===== src/rtl/axil_master_bridge.sv =====
// Bridges the core's single-outstanding load/store request port onto an
// AXI4-Lite master: one read or write in flight, one-cycle completion pulse.
module axil_master_bridge #(
  parameter int         DATA_WIDTH = 32,
  parameter int         ADDR_WIDTH = 32,
  parameter int         STRB_WIDTH = DATA_WIDTH / 8,
  parameter logic [2:0] PROT       = 3'b000
) (
  input  logic                  clk,
  input  logic                  rstn,
  input  logic                  req_valid,
  output logic                  req_ready,
  input  logic                  req_we,
  input  logic [ADDR_WIDTH-1:0] req_addr,
  input  logic [DATA_WIDTH-1:0] req_wdata,
  input  logic [STRB_WIDTH-1:0] req_wstrb,
  output logic                  resp_valid,
  output logic [DATA_WIDTH-1:0] resp_rdata,
  output logic                  resp_err,
  output logic [ADDR_WIDTH-1:0] m_axil_awaddr,
  output logic [2:0]            m_axil_awprot,
  output logic                  m_axil_awvalid,
  input  logic                  m_axil_awready,
  output logic [DATA_WIDTH-1:0] m_axil_wdata,
  output logic [STRB_WIDTH-1:0] m_axil_wstrb,
  output logic                  m_axil_wvalid,
  input  logic                  m_axil_wready,
  input  logic [1:0]            m_axil_bresp,
  input  logic                  m_axil_bvalid,
  output logic                  m_axil_bready,
  output logic [ADDR_WIDTH-1:0] m_axil_araddr,
  output logic [2:0]            m_axil_arprot,
  output logic                  m_axil_arvalid,
  input  logic                  m_axil_arready,
  input  logic [DATA_WIDTH-1:0] m_axil_rdata,
  input  logic [1:0]            m_axil_rresp,
  input  logic                  m_axil_rvalid,
  output logic                  m_axil_rready
);

  typedef enum logic [1:0] {IDLE, WRITE, READ, DONE} state_t;

  state_t                r_state, w_state_nxt;
  logic                  r_awvalid, r_wvalid, r_arvalid;
  logic                  r_aw_done, r_w_done, r_we, r_err;
  logic [ADDR_WIDTH-1:0] r_addr;
  logic [DATA_WIDTH-1:0] r_wdata, r_rdata;
  logic [STRB_WIDTH-1:0] r_wstrb;

  logic                  w_awvalid_nxt, w_wvalid_nxt, w_arvalid_nxt;
  logic                  w_aw_done_nxt, w_w_done_nxt, w_err_nxt;
  logic [DATA_WIDTH-1:0] w_rdata_nxt;
  logic                  w_accept, w_aw_hs, w_w_hs, w_b_hs, w_r_hs, w_ar_hs;
  logic                  w_unused;

  assign req_ready = rstn && (r_state == IDLE);
  assign w_accept  = req_valid && req_ready;
  assign w_aw_hs   = r_awvalid && m_axil_awready;
  assign w_w_hs    = r_wvalid && m_axil_wready;
  assign w_ar_hs   = r_arvalid && m_axil_arready;
  assign w_b_hs    = m_axil_bvalid && m_axil_bready;
  assign w_r_hs    = m_axil_rvalid && m_axil_rready;

  // Only bit 1 of a response (SLVERR/DECERR) matters to the core.
  assign w_unused  = ^{m_axil_bresp[0], m_axil_rresp[0], w_ar_hs};

  always_ff @(posedge clk) begin
    if (!rstn) r_state <= IDLE;
    else       r_state <= w_state_nxt;
  end

  always_comb begin
    // NOTE: every output of this block gets a default first, so no path infers a latch.
    w_state_nxt   = r_state;
    w_aw_done_nxt = r_aw_done || w_aw_hs;
    w_w_done_nxt  = r_w_done || w_w_hs;
    w_err_nxt     = r_err;
    w_rdata_nxt   = r_rdata;
    unique case (r_state)
      IDLE: if (w_accept) begin
        w_state_nxt   = req_we ? WRITE : READ;
        w_aw_done_nxt = 1'b0;
        w_w_done_nxt  = 1'b0;
      end
      WRITE: if (w_b_hs) begin
        w_state_nxt = DONE;
        w_err_nxt   = m_axil_bresp[1];
      end
      READ: if (w_r_hs) begin
        w_state_nxt = DONE;
        w_err_nxt   = m_axil_rresp[1];
        w_rdata_nxt = m_axil_rdata;
      end
      DONE:    w_state_nxt = IDLE;
      default: w_state_nxt = IDLE;
    endcase
    // Valids are registered: raised on entry, dropped after their handshake.
    w_awvalid_nxt = (w_state_nxt == WRITE) && !w_aw_done_nxt;
    w_wvalid_nxt  = (w_state_nxt == WRITE) && !w_w_done_nxt;
    w_arvalid_nxt = (w_state_nxt == READ) &&
                    ((r_state == IDLE) || (r_arvalid && !m_axil_arready));
  end

  always_ff @(posedge clk) begin
    if (!rstn) begin
      // NOTE: reset is synchronous; every register here is cleared on a clock edge with rstn low.
      r_awvalid <= 1'b0;
      r_wvalid  <= 1'b0;
      r_arvalid <= 1'b0;
      r_aw_done <= 1'b0;
      r_w_done  <= 1'b0;
      r_we      <= 1'b0;
      r_err     <= 1'b0;
      r_addr    <= '0;
      r_wdata   <= '0;
      r_wstrb   <= '0;
      r_rdata   <= '0;
    end else begin
      r_awvalid <= w_awvalid_nxt;
      r_wvalid  <= w_wvalid_nxt;
      r_arvalid <= w_arvalid_nxt;
      r_aw_done <= w_aw_done_nxt;
      r_w_done  <= w_w_done_nxt;
      r_err     <= w_err_nxt;
      r_rdata   <= w_rdata_nxt;
      if (w_accept) begin
        r_we    <= req_we;
        r_addr  <= req_addr;
        r_wdata <= req_wdata;
        r_wstrb <= req_wstrb;
      end
    end
  end

  assign m_axil_awaddr  = r_addr;
  assign m_axil_araddr  = r_addr;
  assign m_axil_awprot  = PROT;
  assign m_axil_arprot  = PROT;
  assign m_axil_awvalid = r_awvalid;
  assign m_axil_wvalid  = r_wvalid;
  assign m_axil_arvalid = r_arvalid;
  assign m_axil_wdata   = r_wdata;
  assign m_axil_wstrb   = r_wstrb;
  assign m_axil_bready  = (r_state == WRITE);
  assign m_axil_rready  = (r_state == READ);

  assign resp_valid = (r_state == DONE);
  assign resp_err   = resp_valid && r_err;
  assign resp_rdata = (resp_valid && !r_we) ? r_rdata : '0;

endmodule


===== config.mk =====
export PLATFORM = sky130hd
export DESIGN_NAME = axil_master_bridge
export DESIGN_NICKNAME = d
export VERILOG_FILES = /design/src/rtl/axil_master_bridge.sv
export SDC_FILE = /design/constraint.sdc
export NUM_CORES = 1
export LEC_CHECK = 0
export BUFFER_PORTS_ARGS = -buffer_cell sky130_fd_sc_hd__buf_2
export CORE_ASPECT_RATIO = 0.75
export CORE_UTILIZATION = 47
export DETAILED_ROUTE_END_ITERATION = 12
export PLACE_DENSITY_LB_ADDON = 0.25
export SETUP_SLACK_MARGIN = 0.15
export SYNTH_ARGS = -nofsm -noshare
export SYNTH_HDL_FRONTEND = slang
export SYNTH_SLANG_ARGS = --single-unit

===== constraint.sdc =====
create_clock -name clk -period 4.3 [get_ports clk]
set_clock_uncertainty 0.05 [all_clocks]
set_input_delay 0.86 -clock clk [delete_from_list [all_inputs] [get_ports clk]]
set_output_delay 0.86 -clock clk [all_outputs]
set_load 0.03 [all_outputs]

==> results_dict.tcl, run 1 <==
set metrics [dict create \
    postRouteAntennaNets 0 \
    rsz0062_at_grt "no" \
    coreArea_sq_um 9120 \
    drive_above_1_share_pct 35.4 \
    ctsLongestPathBuffers 2 \
    final-instance-count-excl-fill 900 \
    max-vdd-ir-drop_mv 0.379 \
    final_cell_mix "buf_2, nand2_1, dfxtp_1" \
    routabilityCongestion 0.768 \
    min_from "m_axil_wdata[29]$_SDFFE_PN0N_" \
    cts.repair.resized 0 \
    grt_start_max_net_pins 66 \
    hold_viol 0 \
    synth_cell_type_count 30 \
    clock_sinks 109 \
    clk_pin_slew_worst_paths_ns 0.07 \
    drc 0 \
    synth_area_sq_um 4460 \
    vias 4263 \
    grt_use_total_pct 21.8 \
    dieArea_sq_um 9890 \
    antenna_cells 0 \
    regToRegSetupSlack_ns 1.92 \
    final_common_cell "buf_2" \
    dp_cells 884 \
    r2r-start "r_state[0]$_SDFF_PN0_" \
    outcome "completed" \
    fp-row-count 30 \
    cts_tree "done" \
    clk_latency_ns 0.34 \
    drtIter0Drc 217 \
    die_h_um 86.4 \
    endpoint_kind "output pin" \
    io_pins 259 \
    tns_ns 0 \
    antenna_found_initial 1 \
    worst_slew_pin_slew_ns 1.13 \
    pre_cts_ws_ns 1.64 \
    die_width_um 114 \
    finalWorstSetupSlack_ns 1.58 \
    syn_inst 571 \
    syn_area_per_cell_sq_um 7.81 \
    start_util_pct 48.9 \
    cts_made_buffers 9 \
    n_fill_cell 857 \
    final_util_pct 63.2 \
    p_leak_nw 2.84 \
    areaGrowthSynthToFinish_pct 29.3 \
    maxSlewHeadroom_pct 24.9 \
    grt_pass1_wl_um 17100 \
    min_path_cells 2 \
    viasPerCell 4.74 \
    maxSlewViolCount 0 \
    synth.ff_latch_count 109 \
    num-nets-final 887 \
    clockRootBuffer "clkbuf_16" \
    ys_seq_area_share_pct 48.9 \
    max_cap_violations 0 \
    grt_pass1_vias 3717 \
    holdBufCountCts 0 \
    max_freq_ghz 0.368 \
    powerDensity_nw_per_um2 565 \
    start_kind "flop" \
    critical_path_required_ns 3.39 \
    htree_levels 3 \
    port_buffers 250 \
    crit_type "reg2out" \
    r2r_cells 6 \
    setup_violations 0 \
    yosys_warnings 0 \
    regToRegEndpoint "m_axil_wdata[6]$_SDFFE_PN0N_" \
    overflow 0 \
    min_path_type "reg2reg" \
    min_period_ns 2.72 \
    drt_pass1_iterations 4 \
    post-route-period-util_pct 63.2 \
    wl_per_cell_um 12.2 \
    dpl.hpwl_um 7890 \
    crit_arrival_ns 1.81 \
    worstPathMaxFanout 32 \
    min_to "m_axil_wdata[29]$_SDFFE_PN0N_" \
    cts_setup_buffers 0 \
    routed_wl_um 11000 \
]
-- cell usage after synthesis --
master | instances | share of area [%]
nor2b_1 | 2 | 0.28
ha_1 | 7 | 2.0
mux2i_1 | 1 | 0.22
a211o_1 | 1 | 0.20
dfxtp_1 | 109 | 49
o311a_1 | 1 | 0.22
nor4_1 | 2 | 0.28
conb_1 | 1 | 0.084
o21ai_0 | 2 | 0.22
a221oi_1 | 1 | 0.20
nor2_1 | 5 | 0.42
nand2b_1 | 2 | 0.28
a21boi_0 | 1 | 0.17
o211ai_1 | 2 | 0.34
clkbuf_1 | 17 | 1.4
a21o_1 | 1 | 0.17
a31oi_1 | 1 | 0.14
and2_1 | 36 | 5.1
nor3_1 | 1 | 0.11
and3b_1 | 1 | 0.20
a21oi_1 | 105 | 12
and4_1 | 1 | 0.20
nand4_1 | 1 | 0.14
buf_6 | 2 | 0.51
buf_2 | 7 | 0.79
nand2_1 | 207 | 17
and3_4 | 1 | 0.25
buf_4 | 42 | 7.1
inv_1 | 5 | 0.42
buf_1 | 6 | 0.51
-- worst max-delay path by stage --
stage                                startpoint                              to  slack (ns)  depth (start not counted)
final                     r_state[1]$_SDFF_PN0_                  resp_rdata[27]        1.58                          5
after detailed placement                   rstn   m_axil_araddr[4]$_SDFFE_PN0N_        1.64                          4
after global placement                     rstn  m_axil_araddr[14]$_SDFFE_PN0N_        1.70                          4
after global routing      r_state[1]$_SDFF_PN0_                  resp_rdata[27]        1.42                          5
after floorplan           r_state[1]$_SDFF_PN0_                  resp_rdata[10]        1.82                          4
after CTS                 r_state[1]$_SDFF_PN0_                  resp_rdata[27]        1.53                          5
-- sequential cells by signal (all words and copies together), names as in the netlist --
signal / count
m_axil_araddr: 32
m_axil_arvalid: 1
m_axil_awvalid: 1
m_axil_wdata: 32
m_axil_wstrb: 4
m_axil_wvalid: 1
r_aw_done: 1
r_err: 1
r_rdata: 32
r_state: 2
r_w_done: 1
r_we: 1
-- metrics by stage --
stage | cell area (sq um) | hold slack (ns) | power [W]
6_report | 5770 | 0.399 | 0.00326
5_1_grt | 5770 | 0.416 | 0.00345
4_1_cts | 5770 | 0.403 | 0.00329
3_5_place_dp | 5460 | 0.392 | 0.00246
3_3_place_gp | 5460 | 0.387 | 0.00243
2_1_floorplan | 4480 | 0.382 | 0.00221
-- layer usage --
layer | part of all wire [%] | track usage [%]
met3 | 7.9 | 7.76
met2 | 47 | 36.4
met1 | 42 | 25.7
met5 | 0.073 | 0
met4 | 2.6 | 9.09
-- layout make-up --
cell class | count | area, sq um | share of cell area, %
Clock buffer | 11 | 243 | 4.21
Clock inverter | 5 | 58.8 | 1.02
Inverter | 5 | 18.8 | 0.326
Multi-Input combinational cell | 388 | 1820 | 31.6
Sequential cell | 109 | 2180 | 37.8
Tap cell | 128 | 160 | 2.78
Timing Repair Buffer | 254 | 1280 | 22.2
-- critical path, stage by stage, from the launching register on --
cell and delay (ns):
dfxtp_1 0.46, ha_1 0.23, nor2b_1 0.13, buf_4 0.27, and2_1 0.17, buf_2 0.20
-- where the power goes --
group / leakage (nW) / internal (W) / switching [W] / total (W)
Clock: 0.142 / 0.000469 / 0.000361 / 0.000830
Combinational: 1.80 / 0.000336 / 0.000834 / 0.00117
Sequential: 0.891 / 0.00117 / 0.0000882 / 0.00126
-- logic make-up after synthesis --
family                   count (synthesis)  share of synthesized area, %
buffers and inverters                   79                          10.7
flip-flops                             109                          48.9
AND/OR/NAND/NOR                        259                          24.6
adder cells (fa/ha/maj)                  7                          1.96
multiplexers                             1                         0.224
other                                    1                        0.0841
AO/OA/AOI/OAI                          115                          13.4
(Power assumes the default switching activity.)
==> inputs of run 2 (changes only) <==
- CORE_UTILIZATION: 47 -> 40
- clock period: 4.3 -> 2.3 ns (I/O delays scaled with it)
==> run 2 against run 1 <==
  * Clock power rose by 86%
  * Count of clock-buffer cells in the layout fell by 2
  * Wire length rose by 9.4%
  * Combinational power rose by 99%
  * Critical path type unchanged
==> results_dict.tcl, run 2 (same netlist as run 1, synthesis figures left out) <==
set metrics [dict create \
    outcome "completed" \
    maxSlewViolCount 0 \
    grt_start_max_net_pins 56 \
    dieArea_sq_um 11600 \
    max-vdd-ir-drop_mv 0.447 \
    clk_latency_ns 0.33 \
    max_freq_ghz 0.470 \
    endpoint_kind "output pin" \
    post-route-period-util_pct 92.6 \
    clockRootBuffer "clkbuf_16" \
    postRouteAntennaNets 0 \
    crit_arrival_ns 1.62 \
    hold_viol 0 \
    dpl.hpwl_um 8530 \
    start_util_pct 42.2 \
    rsz0062_at_grt "yes" \
    min_period_ns 2.13 \
    cts_made_buffers 9 \
    min_path_cells 3 \
    die_width_um 124 \
    htree_levels 3 \
    start_kind "flop" \
    overflow 0 \
    vias 4330 \
    crit_start "r_state[0]$_SDFF_PN0_" \
    drt_pass1_iterations 5 \
    grt_pass1_wl_um 18200 \
    min_from "req_addr[28]" \
    clk_pin_slew_worst_paths_ns 0.07 \
    wl_per_cell_um 13.2 \
    antenna_found_initial 0 \
    grt_use_total_pct 20.1 \
    antenna_cells 0 \
    pre_cts_ws_ns 0.373 \
    max_cap_violations 0 \
    worstPathMaxFanout 8 \
    final_cell_mix "buf_2, nand2_1, dfxtp_1" \
    tns_ns 0 \
    worst_slew_pin_slew_ns 0.540 \
    final_common_cell "buf_2" \
    io_pins 259 \
    crit_type "reg2out" \
    die_h_um 93.4 \
    viasPerCell 4.72 \
    critical_path.slowest_cell "dfxtp_4" \
    port_buffers 250 \
    r2r_cells 6 \
    holdBufCountCts 0 \
    worst-path-buf-inv 2 \
    drc 0 \
    grt_pass1_vias 3852 \
    r2r-start "r_state[0]$_SDFF_PN0_" \
    num-nets-final 896 \
    ctsLongestPathBuffers 2 \
    coreArea_sq_um 10600 \
    powerDensity_nw_per_um2 1020 \
    finalWorstSetupSlack_ns 0.170 \
    routed_wl_um 12100 \
    setup_violations 0 \
    min_to "m_axil_araddr[28]$_SDFFE_PN0N_" \
    regToRegSetupSlack_ns 0.62 \
    slowest_delay_ns 0.38 \
    maxSlewHeadroom_pct 64.0 \
    path_cells "ha_4 > nor2b_4 > clkbuf_16 > and2_1 > buf_6" \
    clock_sinks 109 \
    regToRegEndpoint "r_rdata[10]$_SDFFE_PN0P_" \
    critical_path_required_ns 1.79 \
    critPathTopFamily "simple AND/OR/NAND/NOR gates" \
    p_leak_nw 2.93 \
    min_path_type "in2reg" \
    routabilityCongestion 0.815 \
    drive_above_1_share_pct 37.8 \
    areaGrowthSynthToFinish_pct 37.1 \
    fp-row-count 32 \
    drtIter0Drc 179 \
    cts_tree "done" \
]
## run 2: changes by cell type in the layout (fill, tap and decap cells not counted), sizes merged
cell and delta:
buf +7, clkinvlp -2, clkinv +5, inv -1
## run 2: worst max path at each step
stage | depth (start not counted) | to | slack (ns)
final | 5 | resp_rdata[7] | 0.17
after global routing | 5 | resp_rdata[7] | 0.13
after CTS | 5 | resp_rdata[19] | 0.15
after detailed placement | 5 | resp_rdata[10] | 0.37
after global placement | 5 | resp_rdata[25] | 0.46
after floorplan | 4 | resp_rdata[10] | 0.22
## run 2: through the flow
stage               hold slack (ns)  instance area [sq um]  power (W)  utilization (%)  instances
floorplan                     0.382                   4480    0.00413                -        576
global placement              0.389                   5540    0.00463             52.4        897
detailed placement            0.394                   5540    0.00469             52.4        897
CTS                           0.285                   5890    0.00626             55.7        914
global route                  0.287                   6110    0.00664             57.8        917
finish                        0.302                   6110    0.00624             57.8        917
## run 2: routing by layer
| metal | GRT usage (%) | up-vias | routed length, um |
|---|---|---|---|
| li1 | - | 2190 | - |
| met1 | 22.9 | 1955 | 5040 |
| met2 | 35.6 | 169 | 5980 |
| met3 | 5.79 | 16 | 838 |
| met4 | 6.65 | 0 | 204 |
| met5 | 0 | - | 0 |
## run 2: worst min-delay path: cells and delay by family
family / cells / cell delay, ns
AO/OA/AOI/OAI: 1 / 0.05
AND/OR/NAND/NOR: 1 / 0.04
buffers and inverters: 1 / 0.09
## run 2: power breakdown
group          leakage (nW)  total, W  internal [W]  switching (W)
logic                  1.89   0.00233      0.000727        0.00160
clock network         0.150   0.00154      0.000850       0.000691
registers             0.892   0.00238       0.00219       0.000181
## run 2: final cells by class
cell class                 count  area [sq um]
inverter                       5          20.0
tap                          136           170
sequential                   109          2190
clock buffer                   9           225
timing repair buffer         263          1570
clock inverter                 7          75.1
multi-input combinational    388          1860
fill                         977          4460
## run 2: what timing repair did
| item | 4_1_cts | 5_1_grt |
|---|---|---|
| resized for setup | 17 | 76 |
| buffers inserted | 0 | 1 |
| endpoints found under the setup margin | 32 | 32 |
| hold endpoints to repair | 0 | 0 |
| cloned | 1 | 2 |
==> inputs of run 3 (changes only) <==
- CORE_UTILIZATION: 40 -> 47
- clock period: 2.3 -> 2.5 ns (I/O delays scaled with it)
==> run 3 against run 2 <==
  * Core utilization increased by 6.3 points
  * Non-clock buffer count shrank 3
  * Clock power decreased by 6%
  * Count of clock-buffer cells in the layout grew 2
  * Total power down 8.6%
  * First-iteration DRC count up 9.5%
  * Via count fell by 0.28%
  * Final cell count decreased by 1.2%
  * Critical path type unchanged
==> results_dict.tcl, run 3 (same netlist as run 1, synthesis figures left out) <==
set metrics [dict create \
    outcome "completed" \
    max_freq_ghz 0.450 \
    fin_hold_ws_ns 0.342 \
    crit_arrival_ns 1.67 \
    drive_above_1_share_pct 36.4 \
    min_period_ns 2.22 \
    grt_pass1_wl_um 17600 \
    cts_made_buffers 9 \
    cts_tree "done" \
    worst-path-buf-inv 2 \
    postRouteAntennaNets 0 \
    port_buffers 250 \
    antenna_found_initial 1 \
    grt_pass1_vias 3940 \
    max-vdd-ir-drop_mv 0.587 \
    clk_pin_slew_worst_paths_ns 0.07 \
    critical_path_required_ns 1.95 \
    start_kind "flop" \
    areaGrowthSynthToFinish_pct 31.3 \
    grt_start_max_net_pins 48 \
    rsz0062_at_grt "no" \
    drc 0 \
    grt_use_total_pct 22.5 \
    vias 4318 \
    endpoint_kind "output pin" \
    multi_input_area_sq_um 1820 \
    die_width_um 114 \
    critPathTopFamily "buffers and inverters" \
    antenna_cells 0 \
    setup_violations 0 \
    dpl.hpwl_um 8260 \
    start_util_pct 48.9 \
    min_path_type "in2reg" \
    dieArea_sq_um 9890 \
    routabilityCongestion 0.846 \
    final_common_cell "buf_2" \
    fp-row-count 30 \
    viasPerCell 4.77 \
    ctsLongestPathBuffers 2 \
    io_pins 259 \
    worstPathMaxFanout 16 \
    p_leak_nw 2.88 \
    die_h_um 86.4 \
    slowest_delay_ns 0.39 \
    max_cap_violations 0 \
    overflow 0 \
    tns_ns 0 \
    powerDensity_nw_per_um2 975 \
    clock_sinks 109 \
    hold_viol 0 \
    wl_per_cell_um 12.5 \
    n_fill_cell 840 \
    holdBufCountCts 0 \
    critical_path.slowest_cell "dfxtp_2" \
    num-nets-final 893 \
    crit_type "reg2out" \
    htree_levels 3 \
    drtIter0Drc 196 \
    register_area_sq_um 2180 \
    final_cell_mix "buf_2, nand2_1, dfxtp_1" \
    clk_latency_ns 0.34 \
    clockRootBuffer "clkbuf_16" \
    post-route-period-util_pct 88.9 \
    coreArea_sq_um 9120 \
    routed_wl_um 11300 \
    drt_pass1_iterations 4 \
    path_cells "ha_1 > nor2b_2 > buf_4 > and2_1 > buf_2" \
    maxSlewViolCount 0 \
]
run 3: cell count changes in the layout (fill, tap and decap cells not counted), sizes merged:
cell and change:
buf -1, clkinv -4, clkinvlp +2
run 3: what timing repair did:
action,4_1_cts,5_1_grt
setup buffers,0,0
endpoints found under the setup margin,6,32
resized for setup,1,5
cloned,0,1
run 3: metal layers:
| layer | vias to the layer above | track usage (%) | share of wire [%] |
|---|---|---|---|
| met5 | - | 0 | 0.12 |
| met4 | 2 | 8.74 | 2.6 |
| met3 | 28 | 7.13 | 6.5 |
| met2 | 152 | 39.6 | 49 |
| met1 | 1955 | 25.4 | 42 |
| li1 | 2181 | - | - |
run 3: where the power goes:
| part | internal [W] | leakage (nW) | total (W) | switching [W] |
|---|---|---|---|---|
| sequential | 0.00201 | 0.892 | 0.00217 | 0.000157 |
| combinational | 0.000638 | 1.84 | 0.00210 | 0.00146 |
| clock | 0.000831 | 0.148 | 0.00144 | 0.000605 |
| total | 0.00348 | 2.88 | 0.00571 | 0.00222 |
run 3: worst paths after layout:
check	cells past startpoint	slack, ns	from	to
setup reg to reg	6	0.70	r_state[0]$_SDFF_PN0_	m_axil_wdata[21]$_SDFFE_PN0N_
hold / removal	3	0.34	req_wdata[13]	m_axil_wdata[13]$_SDFFE_PN0N_
setup / recovery	5	0.28	r_state[1]$_SDFF_PN0_	resp_rdata[13]
hold reg to reg	2	0.40	r_rdata[4]$_SDFFE_PN0P_	r_rdata[4]$_SDFFE_PN0P_
run 3: worst register-to-register path, delay by kind of cell, from the launching register on:
family	cells	cell delay [ns]
buf+inv	2	0.52
flops	1	0.35
fa+ha+maj	1	0.34
simple gates	2	0.33
compound gates	1	0.14
run 3: final cells by class:
class	instances	area share, %
Clock buffer	11	4.32
Inverter	5	0.321
Tap cell	128	2.74
Multi-Input combinational cell	388	31.2
Timing Repair Buffer	260	23.1
Clock inverter	5	1.00
Sequential cell	109	37.3
run 3: metrics by stage:
step                cells  cell area (sq um)  utilization, %  setup WS, ns  power [W]
floorplan             576               4480               -         0.384    0.00380
global placement      889               5530            60.6         0.587    0.00424
detailed placement    889               5530            60.6         0.517    0.00430
CTS                   905               5840            64.0         0.154    0.00575
global route          906               5850            64.2         0.175    0.00605
finish                906               5850            64.2         0.278    0.00571
